[src/rtl/config_loader.sv]
// config_loader: converts a valid/ready word stream into the serial
// hard-config protocol (shift_in / cen / cset) of a tile's config chain.
// Words are shifted LSB first, exactly CHAIN_LEN bits per load, followed by
// a single cset pulse and a single done pulse.
// Build option: define CONFIG_LOADER_CRC_EN to append a CRC-8 check word
// (poly 0x07, init 0x00) after the data; a mismatch aborts with err set.
//
// state   | meaning
// --------+---------------------------------------------------------------
// S_IDLE  | waiting for start; chain outputs quiet
// S_SHIFT | accepting words and shifting one bit per cycle when fed
// S_SET   | last data bit is on the wire (cen=1); cset follows next cycle
// S_CHECK | last data bit is on the wire; waiting for the CRC word
// S_DONE  | cset is on the wire; done follows next cycle
// Outputs are registered, so each state shows the action chosen on the
// previous edge; cset therefore lands on the cycle right after the final cen.
module config_loader #(
  parameter int WORD_WIDTH = 32,
  parameter int CHAIN_LEN  = 132,
  parameter int CNT_WIDTH  = $clog2(CHAIN_LEN + 1)
) (
  input  logic                  clk,
  input  logic                  rst,
  input  logic                  start,
  input  logic                  abort,
  input  logic [WORD_WIDTH-1:0] word_data,
  input  logic                  word_valid,
  output logic                  word_ready,
  output logic                  shift_in,
  output logic                  cen,
  output logic                  cset,
  output logic                  busy,
  output logic                  done,
  output logic                  err
);

  localparam int NWORDS    = (CHAIN_LEN + WORD_WIDTH - 1) / WORD_WIDTH;
  localparam int LAST_BITS = CHAIN_LEN - (NWORDS - 1) * WORD_WIDTH;
  localparam int HC_WIDTH  = $clog2(WORD_WIDTH + 1);
  localparam int WC_WIDTH  = $clog2(NWORDS + 1);

  localparam logic [CNT_WIDTH-1:0] LAST_IDX   = CNT_WIDTH'(CHAIN_LEN - 1);
  localparam logic [HC_WIDTH-1:0]  FULL_CNT   = HC_WIDTH'(WORD_WIDTH);
  localparam logic [HC_WIDTH-1:0]  TAIL_CNT   = HC_WIDTH'(LAST_BITS);
  localparam logic [HC_WIDTH-1:0]  ONE_CNT    = HC_WIDTH'(1);
  localparam logic [WC_WIDTH-1:0]  WORDS_MAX  = WC_WIDTH'(NWORDS);
  localparam logic [WC_WIDTH-1:0]  WORDS_LAST = WC_WIDTH'(NWORDS - 1);

  typedef enum logic [2:0] {
    S_IDLE,
    S_SHIFT,
    S_SET,
`ifdef CONFIG_LOADER_CRC_EN
    S_CHECK,
`endif
    S_DONE
  } state_t;

  state_t                state_q;
  logic [WORD_WIDTH-1:0] hold_q;
  logic [HC_WIDTH-1:0]   hold_cnt_q;
  logic [HC_WIDTH-1:0]   hold_cnt_d;
  logic [CNT_WIDTH-1:0]  bit_cnt_q;
  logic [WC_WIDTH-1:0]   words_q;
  logic                  shift_in_q;
  logic                  cen_q;
  logic                  cset_q;
  logic                  busy_q;
  logic                  done_q;
  logic                  shifting;
  logic                  accept;
  logic                  crc_ok;
  state_t                after_data;

  assign shifting   = (hold_cnt_q != '0);
  assign accept     = word_valid && word_ready;
  // The final word only carries the bits still missing from the chain.
  assign hold_cnt_d = (words_q == WORDS_LAST) ? TAIL_CNT : FULL_CNT;

  // Ready when the holding register is empty or about to empty this cycle,
  // so a continuous stream keeps cen high without bubbles.
  always_comb begin
    word_ready = 1'b0;
    if (!abort) begin
      if (state_q == S_SHIFT) begin
        word_ready = (hold_cnt_q <= ONE_CNT) && (words_q < WORDS_MAX);
      end
`ifdef CONFIG_LOADER_CRC_EN
      else if (state_q == S_CHECK) begin
        word_ready = 1'b1;
      end
`endif
    end
  end

`ifdef CONFIG_LOADER_CRC_EN
  logic [7:0] crc_q;
  logic       crc_fb;
  logic       err_q;

  assign crc_fb     = crc_q[7] ^ hold_q[0];
  assign crc_ok     = (word_data[7:0] == crc_q);
  assign after_data = S_CHECK;
  assign err        = err_q;

  // Running CRC-8 over every bit that actually goes out on the chain.
  always_ff @(posedge clk or negedge rst) begin
    if (!rst) begin
      crc_q <= 8'h00;
    end else if (state_q == S_IDLE && start) begin
      crc_q <= 8'h00;
    end else if (state_q == S_SHIFT && !abort && shifting) begin
      crc_q <= {crc_q[6:0], 1'b0} ^ (crc_fb ? 8'h07 : 8'h00);
    end
  end

  // Sticky CRC failure flag, cleared only by the next accepted start.
  always_ff @(posedge clk or negedge rst) begin
    if (!rst) begin
      err_q <= 1'b0;
    end else if (state_q == S_IDLE && start) begin
      err_q <= 1'b0;
    end else if (state_q == S_CHECK && !abort && accept && !crc_ok) begin
      err_q <= 1'b1;
    end
  end
`else
  assign crc_ok     = 1'b1;
  assign after_data = S_SET;
  assign err        = 1'b0;
`endif

  // Sequencer: word intake, serialisation, latch pulse and completion.
  always_ff @(posedge clk or negedge rst) begin
    if (!rst) begin
      state_q    <= S_IDLE;
      hold_q     <= '0;
      hold_cnt_q <= '0;
      bit_cnt_q  <= '0;
      words_q    <= '0;
      shift_in_q <= 1'b0;
      cen_q      <= 1'b0;
      cset_q     <= 1'b0;
      busy_q     <= 1'b0;
      done_q     <= 1'b0;
    end else begin
      cset_q <= 1'b0;
      done_q <= 1'b0;
      case (state_q)
        S_IDLE: begin
          cen_q  <= 1'b0;
          busy_q <= start;
          if (start) begin
            state_q    <= S_SHIFT;
            bit_cnt_q  <= '0;
            words_q    <= '0;
            hold_cnt_q <= '0;
          end
        end
        S_SHIFT: begin
          if (abort) begin
            state_q    <= S_IDLE;
            cen_q      <= 1'b0;
            busy_q     <= 1'b0;
            hold_q     <= '0;
            hold_cnt_q <= '0;
          end else begin
            cen_q <= shifting;
            if (shifting) begin
              shift_in_q <= hold_q[0];
              bit_cnt_q  <= bit_cnt_q + 1'b1;
              if (bit_cnt_q == LAST_IDX) begin
                state_q <= after_data;
              end
            end
            if (accept) begin
              hold_q     <= word_data;
              hold_cnt_q <= hold_cnt_d;
              words_q    <= words_q + 1'b1;
            end else if (shifting) begin
              hold_q     <= hold_q >> 1;
              hold_cnt_q <= hold_cnt_q - 1'b1;
            end
          end
        end
`ifdef CONFIG_LOADER_CRC_EN
        S_CHECK: begin
          cen_q <= 1'b0;
          if (abort) begin
            state_q <= S_IDLE;
            busy_q  <= 1'b0;
          end else if (accept) begin
            if (crc_ok) begin
              cset_q  <= 1'b1;
              state_q <= S_DONE;
            end else begin
              busy_q  <= 1'b0;
              state_q <= S_IDLE;
            end
          end
        end
`endif
        S_SET: begin
          cen_q   <= 1'b0;
          cset_q  <= crc_ok;
          state_q <= S_DONE;
        end
        S_DONE: begin
          cen_q   <= 1'b0;
          done_q  <= 1'b1;
          state_q <= S_IDLE;
        end
        default: begin
          state_q <= S_IDLE;
          cen_q   <= 1'b0;
          busy_q  <= 1'b0;
        end
      endcase
    end
  end

  assign shift_in = shift_in_q;
  assign cen      = cen_q;
  assign cset     = cset_q;
  assign busy     = busy_q;
  assign done     = done_q;

endmodule
[config.mk]
export PLATFORM = sky130hd
export DESIGN_NAME = config_loader
export DESIGN_NICKNAME = d
export VERILOG_FILES = /design/src/rtl/config_loader.sv
export SDC_FILE = /design/constraint.sdc
export NUM_CORES = 1
export LEC_CHECK = 0
export BUFFER_PORTS_ARGS = -buffer_cell sky130_fd_sc_hd__clkbuf_2
export CELL_PAD_IN_SITES_DETAIL_PLACEMENT = 1
export CELL_PAD_IN_SITES_GLOBAL_PLACEMENT = 1
export CORE_MARGIN = 2
export CORE_UTILIZATION = 41
export DETAILED_ROUTE_END_ITERATION = 6
export PLACE_DENSITY_LB_ADDON = 0.05
export RECOVER_POWER = 50
export SKIP_CTS_REPAIR_TIMING = 1
export SYNTH_ARGS = -nofsm -noshare
export SYNTH_HDL_FRONTEND = slang
export SYNTH_SLANG_ARGS = --single-unit
[constraint.sdc]
create_clock -name clk -period 1.8 [get_ports clk]
set_input_delay 0.27 -clock clk [delete_from_list [all_inputs] [get_ports clk]]
set_output_delay 0.27 -clock clk [all_outputs]
set_load 0.01 [all_outputs]
# Word-level counts from Yosys, hierarchy flattened
# Cells that the tools add are included.
# Widths: inputs -> output; s select.
# op_classes
bitwise	2
muxes	30
magnitude_cmp	2
addsub	3
n_eq_ne	13
reduce_logical	14
# op_table
cell	count
$mux 32	3
$mux 6	5
$mux 8	3
$mux 3	7
$pmux 8 s2	1
$pmux 6 s2	1
$ne 2x2->1 const B	5
$pmux 3 s3	1
$reduce_and 3->1	3
$add 8x1->8 const B	1
$eq 8x8->1 const B	1
$reduce_and 4->1	2
$mux 1	7
$eq 3x2->1 const B	2
$le 6x1->1 const B	1
$pmux 3 s2	1
$reduce_bool 6->1	1
$sub 6x1->6 const B	1
$ne 4x4->1 const B	1
$reduce_and 2->1	2
$add 3x1->3 const B	1
$eq 3x1->1 const B	1
$eq 3x3->1 const B	1
$logic_not 3->1	1
other kinds (9)	11
# totals
output_inout_bits	7
ff_bits	57

# Longest topological paths before layout
# Gate-level depths: netlist (run 1).
# logic_depth
depth_word	8
ltp_mapped	8

# Worst setup path before layout (run 1)
# No wires, ideal clock.
# synth_path
path_type	register to register
start	register hold_cnt_q[0]
end	register hold_cnt_q[0]
setup_slack_ps	-125
path_buffers	1
arrival_time_ps	1846
stages_incl_launch_ff	8
t_required_ps	1721
cell_sequence	dfrtp_1 > inv_1 > ha_1 > buf_6 > o21a_1 > a31oi_4 > or4b_1 > mux2i_1
# synth_between
elab_chain_cells	8
elab_cells_between_ends	13
# synth_lines
element	line	source
start, declared	61	logic [HC_WIDTH-1:0] hold_cnt_q;
start signal, assigned	178	hold_cnt_q <= hold_cnt_d;
start signal, assigned	182	hold_cnt_q <= hold_cnt_q - 1'b1;
$le 6x1->1	86	word_ready = (hold_cnt_q <= ONE_CNT) && (words_q < WORDS_MAX);
$logic_and 1x1->1	86	
$mux 1	85	if (state_q == S_SHIFT) begin
$mux 1	84	if (!abort) begin
$logic_and 1x1->1	76	assign accept = word_valid && word_ready;
$mux 6	176	if (accept) begin
$mux 6	161	if (abort) begin
$pmux 6 s2	149	case (state_q)
# Several ways; a longest one is shown, not always the timed one. The select of a mux whose other input is x is not followed.
# A chain may end at the register's enable or synchronous reset.

# Final worst setup path (run 1)
# layout_path
start	register hold_cnt_q[3]
end	register hold_cnt_q[2]
# The elaborated chain is that of the path after synthesis.

==> flow_summary_export.csv, run 1 <==
group,metric,value,unit
timing,period_share,1.111,
power_and_ir_drop,clkPwrFrac,0.166,
power_and_ir_drop,peakVddDrop,0.6622,mV
yosys,synth_top_family_by_area,"compound AO/OA/AOI/OAI gates",
floorplan,boundaryPins,44,
yosys,synth_fa_ha_area_frac,0.02095,
critical_path,cpMaxStageDelayCell,"a2111oi_0",
critical_path,cp_num_buf_inv,1,
critical_path,r2r_end,"hold_cnt_q[2]",
route,dr_total_vias,2328,
critical_path,cp_data_required_time,1.98,ns
worst_hold_path,worstHoldEndpoint,"hold_q[31]",
global_routing,grt_pass1_wl,11.30,mm
yosys,ys.flop_type,"dfrtp_1",
critical_path,crit_type,"reg -> reg",
power_and_ir_drop,power_frac_seq,0.378,
critical_path,crit_fanout,7,
worst_hold_path,hold_depth,2,
yosys,synth_edf_count,0,
layout,design_area,3806,sq um
run,drv_cap,0,
placement,place_area,3558,sq um
global_routing,grt_pass1_vias,2271,
critical_path,end_kind,"flip-flop",
yosys,synth_area,2987,sq um
route,dr.pass1.iters,4,
worst_hold_path,hold_class,"in -> reg",
route,drtIter0Drc,51,
yosys,synth.avg_cell_area,11.80,sq um
route,viasPerCell,5.414,
cts,clock_latency,0.31,ns
placement,gp_congestion,0.8039,
critical_path,arrival,2.18,ns
power_and_ir_drop,leakagePower,1.899,nW
floorplan,rows,31,
outcome,violations,"setup timing",
global_routing,grt_usage,0.1843,
timing,setup_viol,9,
cts,cts_root_buf,"clkbuf_8",
yosys,synth_warnings,0,
yosys,ys_top_cells_by_count,"dfrtp_1 (56), mux2i_1 (35), o2bb2ai_1 (31)",
timing,hold_violations,0,
timing,slew_viol_final,0,
placement,place_inst,409,
layout,drive_gt1_frac,0.3625,
yosys,ys_types,54,
yosys,post-synth-top-area-cell,"dfrtp_1",
cts,cts_tree,"built",
timing,tightest_slew,0.9624,ns
route,post_drt_wl_per_cell,17.46,um
yosys,synth_top_area_frac,0.4692,
global_routing,antenna_found_initial,0,
placement,dp_hpwl,5.105,mm
yosys,synthSimpleGateAreaFrac,0.1324,
timing,max_freq,0.4999,GHz
power_and_ir_drop,p_int,0.002705,W
yosys,async_flop_share,1.000,
outcome,outcome,"complete, but fails checks",
critical_path,max_stage_delay,0.60,ns
yosys,synth_area_leaders,"dfrtp_1 (47%), mux2i_1 (12%), o2bb2ai_1 (9.1%)",
yosys,syn-num-nets,295,
timing,worst_clock_skew,0.007783,ns
yosys,synth_cells,253,
yosys,synth_compound_area_frac,0.2044,
cts,h-tree-depth,2,
floorplan,dieArea,7983,sq um
layout,syn2layout_area_growth,27.44,%
global_routing,grt_max_degree,35,
timing,rsz0062_at_grt,"yes",
floorplan,die_w,89.35,um
route,drcViolationCount,0,
placement,io_buffer_count,42,
yosys,synth_most_common_cell,"dfrtp_1",
worst_hold_path,hold_path.startpoint,"word_data[31]",
critical_path,crit_family,"compound AO/OA/AOI/OAI gates",
power_and_ir_drop,powerDensity,1114,nW/um^2
critical_path,reg2reg_depth,5,
global_routing,overflow,0,
layout,antenna_cells,0,
critical_path,worst-path-stages,5,
critical_path,startpoint_type,"flip-flop",
layout,finalCoreUtilization,0.5333,
layout,final_nets,372,
layout,nFillCells,808,
route,routed_wl,7.507,mm
route,ant_nets,0,
timing,period_minus_slack,2.000,ns
critical_path,r2r_slack,-0.20,ns
cts,cts_made_buffers,5,
timing,timing.hold.ws,0.1737,ns
placement,dp_slack,-0.08523,ns
yosys,yosys.area_share.xor_xnor,0,
timing,timing.final.ws_setup,-0.2003,ns
floorplan,start_util,0.4185,
yosys,ys_seq_area_frac,0.4692,
floorplan,fp.dieH,89.35,um
power_and_ir_drop,p_sw_frac,0.3623,
yosys,muxShareOfSynthArea,0.1248,
cts,cts_buffer_depth,2,
critical_path,reg2reg_from,"hold_cnt_q[3]",
timing,relSlewSlack,0.3574,
layout,stdcell_count,430,
power_and_ir_drop,comb_power_share,0.456,
critical_path,crit_chain,"nor4_4 > buf_12 > a31oi_4 > a2111oi_0 > o221ai_1",
cts,cts.sinks,56,
yosys,synth-seq-cells,56,
cts,clk_pin_slew,0.10,ns
power_and_ir_drop,switchingPower,0.001537,W
floorplan,core-area,7137,sq um
-- logic make-up (layout without fill, tap and decap cells) --
group                    after synthesis  count (layout)
AO/OA/AOI/OAI                         70              70
adder cells (fa/ha/maj)                5               5
buffers and inverters                 25             103
flip-flops                            56              56
multiplexers                          37              37
other                                  1               1
AND/OR/NAND/NOR                       59              59
-- worst register-to-register path: stages, from the launching register on --
cell,delay (ns)
dfrtp_1,0.43
nor4_4,0.36
buf_12,0.17
a31oi_4,0.09
a2111oi_0,0.60
o221ai_1,0.20
-- stage by stage --
stage	power [W]	setup TNS [ns]
5_1_grt	0.004516	-2.678
3_5_place_dp	0.003317	-0.3633
3_3_place_gp	0.003273	-0.02866
6_report	0.004242	-0.6123
2_1_floorplan	0.002677	0
4_1_cts	0.004038	-0.7147
-- final cells by class --
cell class | count | area (sq um) | share of cell area
Multi-Input combinational cell | 172 | 1499 | 0.3938
Clock buffer | 6 | 72.57 | 0.01907
Sequential cell | 56 | 1404 | 0.3688
Clock inverter | 2 | 16.27 | 0.004274
Timing Repair Buffer | 85 | 653.1 | 0.1716
Inverter | 10 | 37.54 | 0.009862
Tap cell | 99 | 123.9 | 0.03254
-- cell usage in the layout, fill, tap and decap left out, drive strengths merged, types with 2 or more instances in the layout --
master,synthesis,final
clkbuf,2,50
o311ai,2,2
o21a,3,3
o31ai,3,3
a31oi,3,3
or3,2,2
or4,4,4
mux2i,35,35
nand3,7,7
nor3b,2,2
dfrtp,56,56
nor2,9,9
ha,5,5
inv,10,10
a21oi,5,5
nor3,2,2
a2111oi,3,3
mux2,2,2
o22ai,3,3
o2bb2ai,32,32
a22o,3,3
buf,13,39
nor4,5,5
a21o,4,4
and3,3,3
nand2,12,12
nand2b,3,3
nand4,4,4
or2,2,2
o21ai,6,6
-- flip-flops by register name (all words and copies together), names as in the netlist --
name,flops
hold_q,32
cen,1
done,1
busy,1
words_q,3
hold_cnt_q,6
bit_cnt_q,8
shift_in,1
cset,1
state_q,2
-- power groups by stage --
stage	registers (W)	clock network, W	logic, W
CTS	0.00160	0.000738	0.00170
finish	0.00160	0.000703	0.00194
global route	0.00164	0.000779	0.00210
floorplan	0.00160	0	0.00108
detailed placement	0.00163	0	0.00169
global placement	0.00161	0	0.00166
-- worst max path at each step --
| stage | start | end | slack, ns |
|---|---|---|---|
| 2_1_floorplan | hold_cnt_q[4] | hold_cnt_q[2] | 0.001 |
| 3_3_place_gp | hold_cnt_q[4] | hold_cnt_q[2] | -0.03 |
| 3_5_place_dp | hold_cnt_q[4] | hold_cnt_q[2] | -0.09 |
| 4_1_cts | state_q[1] | word_ready | -0.18 |
| 5_1_grt | hold_cnt_q[3] | hold_cnt_q[2] | -0.21 |
| 6_report | hold_cnt_q[3] | hold_cnt_q[2] | -0.20 |
-- per-layer routing --
metal,global-route usage,share of wire,vias up
met3,0.03416,0.029,8
met5,0,0,-
met4,0.06106,0.015,0
met1,0.2515,0.46,1167
li1,-,-,1119
met2,0.2963,0.50,34
Note: power is estimated with default switching activity, not from simulation.
==> inputs of run 2 (changes only) <==
MAX_ROUTING_LAYER = met4   (was default)
==> flow_summary_export.csv, run 2 (synthesis gave the netlist of run 1 again) <==
group,metric,value,unit
placement,dp_hpwl,5.105,mm
placement,io_buffer_count,42,
cts,cts_buffer_depth,2,
cts,cts_tree,"built",
cts,cts.sinks,56,
route,viasPerCell,5.444,
layout,final_common_cell,"dfrtp_1",
timing,timing.final.ws_setup,-0.1996,ns
placement,place_inst,409,
placement,place_area,3558,sq um
critical_path,crit_fanout,7,
timing,setup_viol,12,
timing,period_minus_slack,2.000,ns
global_routing,grt_max_degree,35,
placement,gp_congestion,0.8156,
power_and_ir_drop,power,0.004222,W
timing,tightest_slew,0.9492,ns
layout,syn2layout_area_growth,27.73,%
layout,antenna_cells,0,
timing,max_freq,0.5001,GHz
global_routing,grt_usage,0.1898,
floorplan,fp.dieH,89.35,um
critical_path,startpoint_type,"flip-flop",
timing,setup_tns,-0.6855,ns
critical_path,reg2reg_from,"hold_cnt_q[3]",
critical_path,crit_type,"reg -> reg",
power_and_ir_drop,powerDensity,1107,nW/um^2
outcome,outcome,"complete, but fails checks",
layout,nFillCells,809,
layout,regMostFlops,"hold_q",
floorplan,dieArea,7983,sq um
floorplan,core-area,7137,sq um
global_routing,overflow,0,
global_routing,antenna_found_initial,0,
timing,rsz0062_at_grt,"yes",
outcome,violations,"setup timing",
route,drtIter0Drc,77,
run,drv_cap,0,
timing,worst_clock_skew,0.009822,ns
route,drcViolationCount,0,
power_and_ir_drop,leakagePower,1.898,nW
worst_hold_path,hold_class,"in -> reg",
cts,cts_root_buf,"clkbuf_8",
timing,relSlewSlack,0.3662,
floorplan,start_util,0.4185,
floorplan,rows,31,
layout,largest_reg_flops,32,
layout,layout_common_cells,"dfrtp_1 (54), clkbuf_2 (41), mux2i_1 (34)",
layout,stdcell_count,430,
layout,largest_registers,"hold_q x32, bit_cnt_q x8, hold_cnt_q x6",
route,ant_nets,0,
route,post_drt_wl_per_cell,17.53,um
timing,slew_viol_final,0,
cts,cts_made_buffers,5,
critical_path,arrival,2.17,ns
power_and_ir_drop,peakVddDrop,0.6157,mV
floorplan,boundaryPins,44,
placement,dp_slack,-0.08523,ns
route,dr.pass1.iters,4,
global_routing,grt_pass1_wl,11.30,mm
critical_path,critPathLaunch,"hold_cnt_q[3]",
timing,hold_violations,0,
cts,clock_latency,0.31,ns
critical_path,cp_data_required_time,1.97,ns
global_routing,grt_pass1_vias,2268,
worst_hold_path,hold_path.startpoint,"word_data[31]",
layout,drive_gt1_frac,0.3716,
layout,design_area,3815,sq um
timing,period_share,1.111,
route,routed_wl,7.538,mm
route,dr_total_vias,2341,
cts,h-tree-depth,2,
layout,final_nets,372,
critical_path,end_kind,"flip-flop",
critical_path,reg2reg_depth,5,
cts,clk_pin_slew,0.10,ns
floorplan,die_w,89.35,um
worst_hold_path,hold_depth,2,
## run 2: cell counts in the layout (fill, tap and decap cells not counted)
Identical to the previous run, type by type.
## run 2: worst paths after layout
| check | end | slack [ns] |
|---|---|---|
| min in group asynchronous | hold_q[28] | 0.28 |
| setup / recovery | hold_cnt_q[2] | -0.20 |
| max in group asynchronous | hold_q[17] | 0.41 |
| setup reg to reg | hold_cnt_q[2] | -0.20 |
| hold / removal | hold_q[31] | 0.18 |
| hold reg to reg | hold_q[28] | 0.50 |
## run 2: per-layer routing
metal,vias up,GRT usage,share of wire
met3,7,0.03416,0.031
met2,33,0.2970,0.50
met1,1183,0.2503,0.46
met4,0,0.06106,0.014
li1,1118,-,-
met5,-,-,0
## run 2: final cells by class
type | instances | area [sq um] | share of cell area
multi-input combinational | 172 | 1511 | 0.3962
clock buffer | 6 | 72.57 | 0.01902
timing repair buffer | 85 | 649.4 | 0.1702
tap | 99 | 123.9 | 0.03247
clock inverter | 2 | 16.27 | 0.004264
sequential | 56 | 1404 | 0.3680
inverter | 10 | 37.54 | 0.009839
## run 2: where the power goes
group,switching (W),leakage (nW),internal [W]
combinational,0.000950,1.09,0.000966
clock,0.000423,0.0414,0.000278
sequential,0.000163,0.767,0.00144
total,0.00154,1.90,0.00269
## run 2: stage by stage
step	util	hold slack, ns
5_1_grt	0.5345	0.1806
4_1_cts	0.5110	-0.2481
3_3_place_gp	0.4986	0.09686
2_1_floorplan	-	-0.02559
6_report	0.5345	0.1759
3_5_place_dp	0.4986	0.09637
## run 2: critical path, cell delays in order (launching register included)
cell       delay [ns]
dfrtp_1          0.43
nor4_4           0.36
buf_12           0.17
a31oi_4          0.09
a2111oi_0        0.61
o221ai_1         0.20
